===== config.mk =====
export PLATFORM = sky130hd
export DESIGN_NAME = count_seg_display
export DESIGN_NICKNAME = d
export VERILOG_FILES = /design/src/rtl/count_seg_display.sv
export SDC_FILE = /design/constraint.sdc
export NUM_CORES = 1
export LEC_CHECK = 0
export CORE_UTILIZATION = 55
export DETAILED_ROUTE_END_ITERATION = 12
export HOLD_SLACK_MARGIN = 0.05
export PLACE_DENSITY = 0.77
export SLEW_MARGIN = 20
export SYNTH_ARGS = -nofsm -noshare
export SYNTH_HDL_FRONTEND = slang
export SYNTH_SLANG_ARGS = --single-unit

===== constraint.sdc =====
create_clock -name clk -period 3.2 [get_ports clk]
set_input_delay 0.64 -clock clk [delete_from_list [all_inputs] [get_ports clk]]
set_output_delay 0.64 -clock clk [all_outputs]
set_load 0.05 [all_outputs]

===== src/rtl/count_seg_display.sv =====
`default_nettype none
// ============================================================================
// Module      : count_seg_display
// Description : Display stage for the selectable 4-bit counter. It drives a
//               4-digit, common-anode, multiplexed seven-segment display:
//               digits 1..0 show the count in decimal (0..15), digit 2 is
//               blank, and digit 3 shows the mode letter (U/d/E/o). The
//               digit-0 decimal point flashes for FLASH_FRAMES scan frames
//               after every count change.
//
//               The count and mode are snapshotted once per scan frame, so
//               a frame never shows a torn value.
//
// Parameters  : REFRESH_DIV  - clk cycles per digit slot (2 .. 2^20)
//               FLASH_FRAMES - frames the DP stays lit after a change (1..255)
//
// Ports       : clk    in   system clock, rising edge
//               Clear  in   asynchronous active-low reset
//               count  in   [3:0] counter value
//               sel    in   [1:0] mode: 00 up, 01 down, 10 even, 11 odd
//               seg    out  [6:0] segments {g,f,e,d,c,b,a}, active-low
//               dp     out  decimal point, active-low
//               an     out  [3:0] digit enables, active-low, an[0] rightmost
//
// Revision    : 1.0 - initial release
// ============================================================================
module count_seg_display #(
    parameter int REFRESH_DIV  = 50000,
    parameter int FLASH_FRAMES = 8
) (
    input  logic       clk,
    input  logic       Clear,
    input  logic [3:0] count,
    input  logic [1:0] sel,
    output logic [6:0] seg,
    output logic       dp,
    output logic [3:0] an
);

    // ------------------------------------------------------------------------
    // Elaboration-time parameter guard
    // ------------------------------------------------------------------------
    generate
        if ((REFRESH_DIV < 2) || (REFRESH_DIV > (1 << 20))) begin : g_bad_refresh_div
            $error("count_seg_display: REFRESH_DIV out of range 2..2^20");
        end
        if ((FLASH_FRAMES < 1) || (FLASH_FRAMES > 255)) begin : g_bad_flash_frames
            $error("count_seg_display: FLASH_FRAMES out of range 1..255");
        end
    endgenerate

    // ------------------------------------------------------------------------
    // Constants
    // ------------------------------------------------------------------------
    localparam int              C_P_W     = (REFRESH_DIV > 2) ? $clog2(REFRESH_DIV) : 1;
    localparam logic [C_P_W-1:0] C_P_LAST = C_P_W'(REFRESH_DIV - 1);
    localparam logic [7:0]      C_FL_LOAD = 8'(FLASH_FRAMES);

    // Segment patterns, {g,f,e,d,c,b,a}, active-low
    localparam logic [6:0] C_SEG_0     = 7'b1000000;
    localparam logic [6:0] C_SEG_1     = 7'b1111001;
    localparam logic [6:0] C_SEG_2     = 7'b0100100;
    localparam logic [6:0] C_SEG_3     = 7'b0110000;
    localparam logic [6:0] C_SEG_4     = 7'b0011001;
    localparam logic [6:0] C_SEG_5     = 7'b0010010;
    localparam logic [6:0] C_SEG_6     = 7'b0000010;
    localparam logic [6:0] C_SEG_7     = 7'b1111000;
    localparam logic [6:0] C_SEG_8     = 7'b0000000;
    localparam logic [6:0] C_SEG_9     = 7'b0010000;
    localparam logic [6:0] C_SEG_U     = 7'b1000001;
    localparam logic [6:0] C_SEG_D     = 7'b0100001;
    localparam logic [6:0] C_SEG_E     = 7'b0000110;
    localparam logic [6:0] C_SEG_O     = 7'b0100011;
    localparam logic [6:0] C_SEG_BLANK = 7'b1111111;

    localparam logic [1:0] C_IDX_ONES   = 2'd0;
    localparam logic [1:0] C_IDX_TENS   = 2'd1;
    localparam logic [1:0] C_IDX_BLANK  = 2'd2;
    localparam logic [1:0] C_IDX_LETTER = 2'd3;

    // ------------------------------------------------------------------------
    // Decode helpers
    // ------------------------------------------------------------------------
    function automatic logic [6:0] digit_to_seg(input logic [3:0] d);
        logic [6:0] s;
        case (d)
            4'd0:    s = C_SEG_0;
            4'd1:    s = C_SEG_1;
            4'd2:    s = C_SEG_2;
            4'd3:    s = C_SEG_3;
            4'd4:    s = C_SEG_4;
            4'd5:    s = C_SEG_5;
            4'd6:    s = C_SEG_6;
            4'd7:    s = C_SEG_7;
            4'd8:    s = C_SEG_8;
            4'd9:    s = C_SEG_9;
            default: s = C_SEG_BLANK;
        endcase
        return s;
    endfunction

    function automatic logic [6:0] mode_to_seg(input logic [1:0] m);
        logic [6:0] s;
        case (m)
            2'b00:   s = C_SEG_U;
            2'b01:   s = C_SEG_D;
            2'b10:   s = C_SEG_E;
            default: s = C_SEG_O;
        endcase
        return s;
    endfunction

    // ------------------------------------------------------------------------
    // State
    // ------------------------------------------------------------------------
    logic [C_P_W-1:0] p_q,        p_d;
    logic [1:0]       idx_q,      idx_d;
    logic [3:0]       snap_cnt_q, snap_cnt_d;
    logic [1:0]       snap_sel_q, snap_sel_d;
    logic [7:0]       fl_q,       fl_d;
    logic [6:0]       seg_q,      seg_d;
    logic             dp_q,       dp_d;
    logic [3:0]       an_q,       an_d;

    logic             w_tick;
    logic             w_frame_wrap;
    logic [3:0]       w_ones;

    assign w_tick       = (p_q == C_P_LAST);
    assign w_frame_wrap = w_tick && (idx_q == C_IDX_LETTER);

    // Count is 0..15, so "mod 10" is a single conditional subtract.
    assign w_ones = (snap_cnt_q >= 4'd10) ? (snap_cnt_q - 4'd10) : snap_cnt_q;

    // ------------------------------------------------------------------------
    // Scan timing and per-frame snapshot
    // ------------------------------------------------------------------------
    always_comb begin
        p_d        = p_q + C_P_W'(1);
        idx_d      = idx_q;
        snap_cnt_d = snap_cnt_q;
        snap_sel_d = snap_sel_q;
        fl_d       = fl_q;

        if (w_tick) begin
            p_d   = '0;
            idx_d = idx_q + 2'd1;
        end

        if (w_frame_wrap) begin
            snap_cnt_d = count;
            snap_sel_d = sel;
            // A fresh count change always reloads, even while still flashing;
            // the decrement only applies to frames with an unchanged count.
            if (count != snap_cnt_q) begin
                fl_d = C_FL_LOAD;
            end else if (fl_q != 8'd0) begin
                fl_d = fl_q - 8'd1;
            end
        end
    end

    // ------------------------------------------------------------------------
    // Output decode (registered one cycle behind idx so the pins never see
    // the combinational decode settling)
    // ------------------------------------------------------------------------
    always_comb begin
        an_d  = ~(4'b0001 << idx_q);
        seg_d = C_SEG_BLANK;
        dp_d  = 1'b1;

        case (idx_q)
            C_IDX_ONES: begin
                seg_d = digit_to_seg(w_ones);
                dp_d  = (fl_q == 8'd0);
            end
            C_IDX_TENS: begin
                seg_d = (snap_cnt_q >= 4'd10) ? C_SEG_1 : C_SEG_BLANK;
            end
            C_IDX_BLANK: begin
                seg_d = C_SEG_BLANK;
            end
            default: begin
                seg_d = mode_to_seg(snap_sel_q);
            end
        endcase
    end

    // ------------------------------------------------------------------------
    // Registers
    // ------------------------------------------------------------------------
    always_ff @(posedge clk or negedge Clear) begin
        if (!Clear) begin
            p_q        <= '0;
            idx_q      <= 2'd0;
            snap_cnt_q <= 4'd0;
            snap_sel_q <= 2'b00;
            fl_q       <= 8'd0;
            seg_q      <= C_SEG_BLANK;
            dp_q       <= 1'b1;
            an_q       <= 4'b1111;
        end else begin
            p_q        <= p_d;
            idx_q      <= idx_d;
            snap_cnt_q <= snap_cnt_d;
            snap_sel_q <= snap_sel_d;
            fl_q       <= fl_d;
            seg_q      <= seg_d;
            dp_q       <= dp_d;
            an_q       <= an_d;
        end
    end

    assign seg = seg_q;
    assign dp  = dp_q;
    assign an  = an_q;

endmodule
`default_nettype wire


### Word-level counts from Yosys, hierarchy flattened

Memory sizes are Yosys's and may differ from the RTL's.
Index checks and enable logic that the tools add are counted.
Widths: inputs -> output; s select.

| word-level totals | value |
|---|---|
| bits in read-only memories | 112 |
| input port bits | 8 |
| register bits | 44 |
| memories | 1 |
| output and inout port bits | 12 |

| cells by class | value |
|---|---|
| eq/ne operators | 7 |
| magnitude comparators | 1 |
| $add $sub $neg | 4 |
| multiplexer cells | 8 |
| shifts and indexed selects | 1 |
| bitwise operators | 1 |
| reductions and logical operators | 7 |

Memories:

| name | words | bits a word | rd ports | clocked after memory_dff | wr ports | line | RTL |
|---|---|---|---|---|---|---|---|
| (no name shown) | 16 | 7 | 1 | 0 | 0 | 86 | `case (d)` |

Operators with widths:

| cell | count |
|---|---|
| $pmux 7 s3 | 2 |
| $add 16x1->16 const B | 1 |
| $eq 16x16->1 const B | 1 |
| $mux 16 | 1 |
| $mux 8 | 2 |
| $logic_not 8->1 | 1 |
| $reduce_bool 8->1 | 1 |
| $sub 8x1->8 const B | 1 |
| $eq 2x2->1 const B | 3 |
| $eq 2x1->1 const B | 2 |
| $ge 4x4->1 const B | 1 |
| $logic_not 2->1 | 2 |
| $mux 4 | 1 |
| $ne 4x4->1 | 1 |
| $not 4->4 | 1 |
| $shl 1x2->4 const A | 1 |
| $sub 4x4->4 const B | 1 |
| $mux 3 | 1 |
| $add 2x1->2 const B | 1 |
| $reduce_and 2->1 | 1 |
| $reduce_bool 2->1 | 1 |
| $logic_and 1x1->1 | 1 |
| $mux 1 | 1 |

### Longest topological paths before layout

Gate-level depths: netlist of run 1.
An unclocked memory read counts as a cell.

| depth | value |
|---|---|
| depth in word-level cells | 4 |
| depth in mapped cells | 8 |

### Worst setup path before layout of run 1

Ideal clock, no wire load.

| path | value |
|---|---|
| path type | register to register |
| start point | reg snap_cnt_q[1] |
| end point | reg seg_q[3] (netlist: seg[3]) |
| setup time | 0.089 ns |
| cell stages (with the launch flop) | 8 |
| setup slack | 1.126 ns |
| data required time | 3.111 ns |
| path buffers | 1 |
| arrival time | 1.986 ns |
| cell sequence | dfrtp_1 > clkbuf_1 > inv_1 > o21ai_0 > ha_1 > a22o_1 > a221oi_1 > o21ai_0 |

| between the ends | value |
|---|---|
| cells in the longest elaborated chain, start to end | 4 |
| elaborated cells between the ends (all ways) | 5 |
| classes of those cells | add/sub: 1; order compare: 1; mux: 2; memory: 1 |

Ends and longest elaborated chain:

| item | line | RTL |
|---|---|---|
| from (decl) | 118 | `logic [3:0] snap_cnt_q, snap_cnt_d;` |
| from (signal assigned) | 205 | `snap_cnt_q <= snap_cnt_d;` |
| $sub 4x4->4 or $ge 4x4->1 (tied branches) | 133 | `assign w_ones = (snap_cnt_q >= 4'd10) ? (snap_cnt_q - 4'd10) : snap_cnt_q;` |
| $mux 4 (*) | 133 |  |
| $mem_v2 16x7 (*) | - |  |
| $pmux 7 s3 (*) | 172 | `case (idx_q)` |
| net seg_d[3] | 121 | `logic [6:0] seg_q, seg_d;` |
| to (signal assigned) | 208 | `seg_q <= seg_d;` |
| to (decl) | 121 |  |

Mark *: on every way through the listed nets, which the timed path passes. The rest lies on a longest branch.
A chain may end at the register's enable or synchronous reset.

### Worst setup path in the final report of run 1

| path | value |
|---|---|
| start point | reg p_q[7] |
| end point | reg fl_q[3] |

| between the ends | value |
|---|---|
| cells in the longest elaborated chain, start to end | 3 |

Ends and longest elaborated chain:

| item | line | RTL |
|---|---|---|
| from (decl) | 116 | `logic [C_P_W-1:0] p_q, p_d;` |
| from (signal assigned) | 203 | `p_q <= p_d;` |
| $eq 16x16->1 | 129 | `assign w_tick = (p_q == C_P_LAST);` |
| $logic_and 1x1->1 | 130 | `assign w_frame_wrap = w_tick && (idx_q == C_IDX_LETTER);` |
| $reduce_and 2->1 (no source line) | - |  |
| to (signal assigned) | 207 | `fl_q <= fl_d;` |
| to (decl) | 120 | `logic [7:0] fl_q, fl_d;` |

No other way between the ends.

==> results of run 1 <==
==> state kept, by name, indices dropped and copies added (netlist names) <==
register,flops
dp,1
an,4
p_q,16
idx_q,2
fl_q,8
snap_sel_q,2
snap_cnt_q,4
seg,7
==> power groups by stage <==
stage | Clock [mW] | Sequential [mW] | Combinational [mW]
6_report | 0.387 | 0.592 | 0.148
5_1_grt | 0.410 | 0.595 | 0.161
4_1_cts | 0.396 | 0.592 | 0.149
3_5_place_dp | 0 | 0.602 | 0.148
3_3_place_gp | 0 | 0.601 | 0.147
2_1_floorplan | 0 | 0.637 | 0.0596
==> cells in the final DEF, fill, tap and decap left out, drive strengths merged, types with 8 or more instances in the layout <==
cell / instances
dfrtp: 32
nand2: 14
clkdlybuf4s50: 18
o21ai: 12
ha: 12
dfstp: 12
nor2: 14
clkbuf: 8
nand4: 10
xor2: 9
inv: 18
xnor2: 11
==> worst max-delay path, cell delays in order, from the launching register on <==
cell and delay [ps]:
dfrtp_1 430, or4b_4 590, or4_1 740, a2111oi_0 360, a21o_1 120
==> per-stage QoR <==
stage / power [mW] / setup slack, ps / utilization, %
final: 1.13 / 906 / 65.0
after detailed placement: 0.751 / 886 / 62.7
after global placement: 0.748 / 899 / 62.7
after floorplan: 0.697 / 1130 / -
after global routing: 1.16 / 771 / 65.0
after CTS: 1.14 / 911 / 65.0
==> cells by family (layout without fill, tap and decap cells) <==
family / Yosys count / after routing / synth area share [%]
buffers and inverters: 28 / 48 / 4.47
and+or+nand+nor: 76 / 76 / 18.0
DFF: 44 / 44 / 44.3
AOI/OAI and AO/OA: 55 / 55 / 15.5
xor gates and xnor gates: 20 / 20 / 6.96
muxes: 9 / 9 / 4.77
adders and majority gates: 12 / 12 / 5.96
==> area by class of cell <==
class | count | area, sq um | share of cell area [%]
clock buffer | 8 | 100 | 3.51
timing repair buffer | 21 | 200 | 7.03
tap | 52 | 65.1 | 2.28
inverter | 19 | 71.3 | 2.50
sequential | 44 | 1120 | 39.2
multi-input combinational | 172 | 1290 | 45.5
==> per-layer routing <==
metal  vias to the layer above  GRT usage, %  routed length (um)
li1                        918             -                   -
met1                       920          29.5                2260
met2                        47          37.5                2370
met3                         7          4.22                 225
met4                         0          10.0                  79
met5                         -             0                   0
==> worst paths after layout <==
kind | endpoint | slack [ps]
worst max-delay path | fl_q[3] | 910
worst min-delay path | fl_q[6] | 470
worst max register to register | fl_q[3] | 910
worst min register to register | p_q[15] | 490
max in group asynchronous | p_q[13] | 2140
min in group clk | p_q[15] | 490
==> metrics.txt, run 1 <==
count leader, synth dfrtp_1; Layout Cells excl Fill 316; boundary pin count 20; P&R area growth vs syn 13.1%; share of layout cells above drive strength 1 14.4%; RSZ-0062 raised after global routing no; Fin. Hold Viols 0; FF-to-FF path depth 4; CP Launch Type register; Top FF cell, synth dfrtp_1; gr usage total 22.8%; Min Hold Slack 473 ps; Total Neg Setup Slack 0 ps; switching power 294 uW; R2R Path Start p_q[7]; vias per inst 5.99; Die Wd 69.7 um; max-slew violation count 0; Crit Path Class reg2reg; DP Cell Count 308; input/output buffers 19; Post CTS Setup Buffer Count 0; post-synthesis cell type count 55; Synth Cell Area 2520 sq um; Filler cells 358; Worst VDD drop 0.315 mV; Starting Density 57.4%; vias in the first global route 1962; Synth Instances 244; H-tree depth 2; top cell type's share of synthesized area 31.8%; average size of a mapped cell 10.3 sq um; final antenna-violating net count 0; Clock Power Share 34.4%; Worst-Margin Slew 933 ps; Worst Path Required 3450 ps; antenna violations before repair 0; Die H 69.7 um; drt drc 0; Post-Route Skew 8.01 ps; drt wl/cell 15.6 um; TritonCTS Buffers 5; Pleak 1.22 nW; Yosys reg bits 44; CTS tree built; deepest clock path buffer count 2; maxcap violations 0; Tcrit/Tclk final 71.7%; Worst Setup SP p_q[7]; Gate power share 13.1%; Worst setup EP type register; Max-slew headroom 37.8%; First-pass DRT Iterations 4; WL final 4930 um; dpl cell area 2750 sq um; cell taking the most area after synthesis dfrtp_1; via count 1892; Data arrival, critical path 2540 ps; global route overflow 0; largest net degree at the start of global routing 45; clock latency at the later pin of the worst-skew pair 300 ps; Reg clk slew, reported paths 80 ps; Int Power 833 uW; main area contributors after synthesis dfrtp_1 32%, dfstp_2 13%, ha_1 6.0%; Synth async-reset ratio 100%; worst min-delay path class in2async; hpwl dp 3540 um; run status complete, no violations; post-cts sizing count 0; Post-Syn Nets 264; sequential share of the synthesized area 44.3%; n_diodes 0; Post-layout nets 283; minimum clock period 2290 ps; hold buffers post-CTS 0; achievable frequency 436 MHz; routability congestion estimate 0.849; first-pass GRT wire length 8750 um; clk root buf clkbuf_8; switching share of power 26.1%; Non-Filler Cell Area, Final 2850 sq um; Yosys warnings 0; EDFF count, synth 0; power density over cell area 396 nW/um^2; Seq pwr share 52.5%; die area 4850 sq um; clk sinks 44; Final setup violation count 0; Rows 24; CP Max Fanout 11; initial DRC count 188; top cells by count, synth 32 x dfrtp_1, 18 x inv_1, 14 x nor2_1; core area 4380 sq um
Note: power is estimated with default switching activity, not from simulation.
==> run 2: changes to the inputs <==
Settings changed: CORE_UTILIZATION 55 to 52, PLACE_DENSITY 0.77 to 0.76.
Clock period 3.2 ns to 2.1 ns, I/O delays scaled along.
==> run 2 against run 1 <==
Sequential share of layout area decreased by 2.0 points. Count of clock-buffer cells in the layout decreased by 2. Final area grew 5.5%. Clock skew fell by 3.1 ps. Combinational power is 68% higher. Via count increased by 2.2%. Wire length up 0.14%. Critical path depth decreased by 3. Sequential cell count did not move. Largest power group unchanged.
==> metrics.txt, run 2 (synthesis gave the netlist of run 1 again) <==
die area 5120 sq um; H-tree depth 2; antenna violations before repair 0; clk root buf clkbuf_8; Final setup violation count 0; Total Power 1.77 mW; Post-Route Skew 4.93 ps; Worst Path Required 1680 ps; TritonCTS Buffers 5; largest net degree at the start of global routing 26; Reg with most FFs p_q; Post CTS Setup Buffer Count 0; initial DRC count 235; Worst-Margin Slew 545 ps; Die H 71.6 um; gr usage total 21.6%; CP Launch Type register; max FFs per register 16; Pleak 1.32 nW; drt drc 0; CP Max Fanout 1; hpwl dp 3720 um; via count 1934; run status complete, no violations; n_diodes 0; routability congestion estimate 0.833; commonest non-fill, non-tap cells in the layout 32 x dfrtp_1, 18 x inv_1, 18 x clkdlybuf4s50_1, 17 x buf_4, 14 x nor2_1; Post-layout nets 299; Crit Path Class reg2out; Data arrival, critical path 1610 ps; final antenna-violating net count 0; Rows 24; crit path cell chain clkdlybuf4s50_1; deepest clock path buffer count 2; clk sinks 44; worst min-delay path class in2async; share of layout cells above drive strength 1 20.0%; Fin. Hold Viols 0; max-slew violation count 0; vias per inst 5.83; maxcap violations 0; CTS tree built; post-layout util 66.7%; global route overflow 0; power density over cell area 589 nW/um^2; vias in the first global route 1934; First-pass DRT Iterations 4; delay of the slowest critical-path stage 800 ps; minimum clock period 2030 ps; Slowest-stage cell, CP clkdlybuf4s50_1; clock latency at the later pin of the worst-skew pair 300 ps; P&R area growth vs syn 19.3%; first-pass GRT wire length 8600 um; Worst setup EP type primary output; Reg clk slew, reported paths 80 ps; drt wl/cell 14.9 um; commonest non-fill, non-tap cell in the layout dfrtp_1; WL final 4940 um; Buf+Inv Stages, Crit Path 1; core area 4500 sq um; Starting Density 55.9%; Die Wd 71.6 um; Worst VDD drop 0.416 mV; achievable frequency 493 MHz; cell family with the largest share of critical-path delay buffers and inverters; boundary pin count 20; input/output buffers 19; Max-slew headroom 63.3%; Tcrit/Tclk final 96.6%; internal reg-to-reg setup slack 90 ps
==> run 2: cell types whose count changed in the layout (fill, tap and decap cells not counted), sizes merged <==
cell    before  now
clkbuf       8    6
bufinv       0    1
buf          3   19
clkinv       1    2
==> run 2: layer usage <==
layer	track usage [%]	wire [um]	vias up
li1	-	-	950
met1	28.8	2270	923
met2	34.5	2380	47
met3	4.36	176	14
met4	9.15	109	0
met5	0	0	-
==> run 2: area by class of cell <==
cell class / instances / area (sq um)
Inverter: 19 / 71.3
Multi-Input combinational cell: 172 / 1310
Fill cell: 341 / 1500
Clock inverter: 2 / 35.0
Sequential cell: 44 / 1120
Clock buffer: 6 / 72.6
Timing Repair Buffer: 37 / 333
Tap cell: 52 / 65.1
==> run 2: what timing repair did <==
item / in CTS / in global routing
cloned: 0 / 0
gates resized for setup: 1 / 3
hold buffers: 0 / 0
setup endpoints to repair: 3 / 3
==> run 2: per-stage QoR <==
step / area [sq um] / cells / setup WS (ps) / TNS, ps / hold WS [ps]
after floorplan: 2520 / 244 / 25.5 / 0 / 124
after global placement: 2880 / 324 / -1.88 / -1.88 / 395
after detailed placement: 2880 / 324 / -52.7 / -52.7 / 402
after global routing: 3000 / 332 / -5.32 / -5.32 / 98.7
after CTS: 2990 / 332 / 46.9 / 0 / 74.7
final: 3000 / 332 / 71.1 / 0 / 72.7
==> run 2: path summary, 6_finish.rpt <==
path,from,cells after the start,endpoint
max,an[3],1,an[3]
min,Clear,1,fl_q[7]
max reg2reg,p_q[7],4,fl_q[3]
min reg2reg,p_q[15],1,p_q[15]
max in group asynchronous,Clear,2,an[0]
min in group clk,p_q[15],1,p_q[15]
==> run 2: power by group <==
group	switching, mW	internal [mW]	total (mW)
logic	0.152	0.0977	0.249
clock network	0.278	0.353	0.631
registers	0.0101	0.881	0.891
==> run 3: changes to the inputs <==
Settings changed: SLEW_MARGIN 20 to 25.
==> results of run 3 <==
Final layout, timing and power as in run 2 (identical DEF).
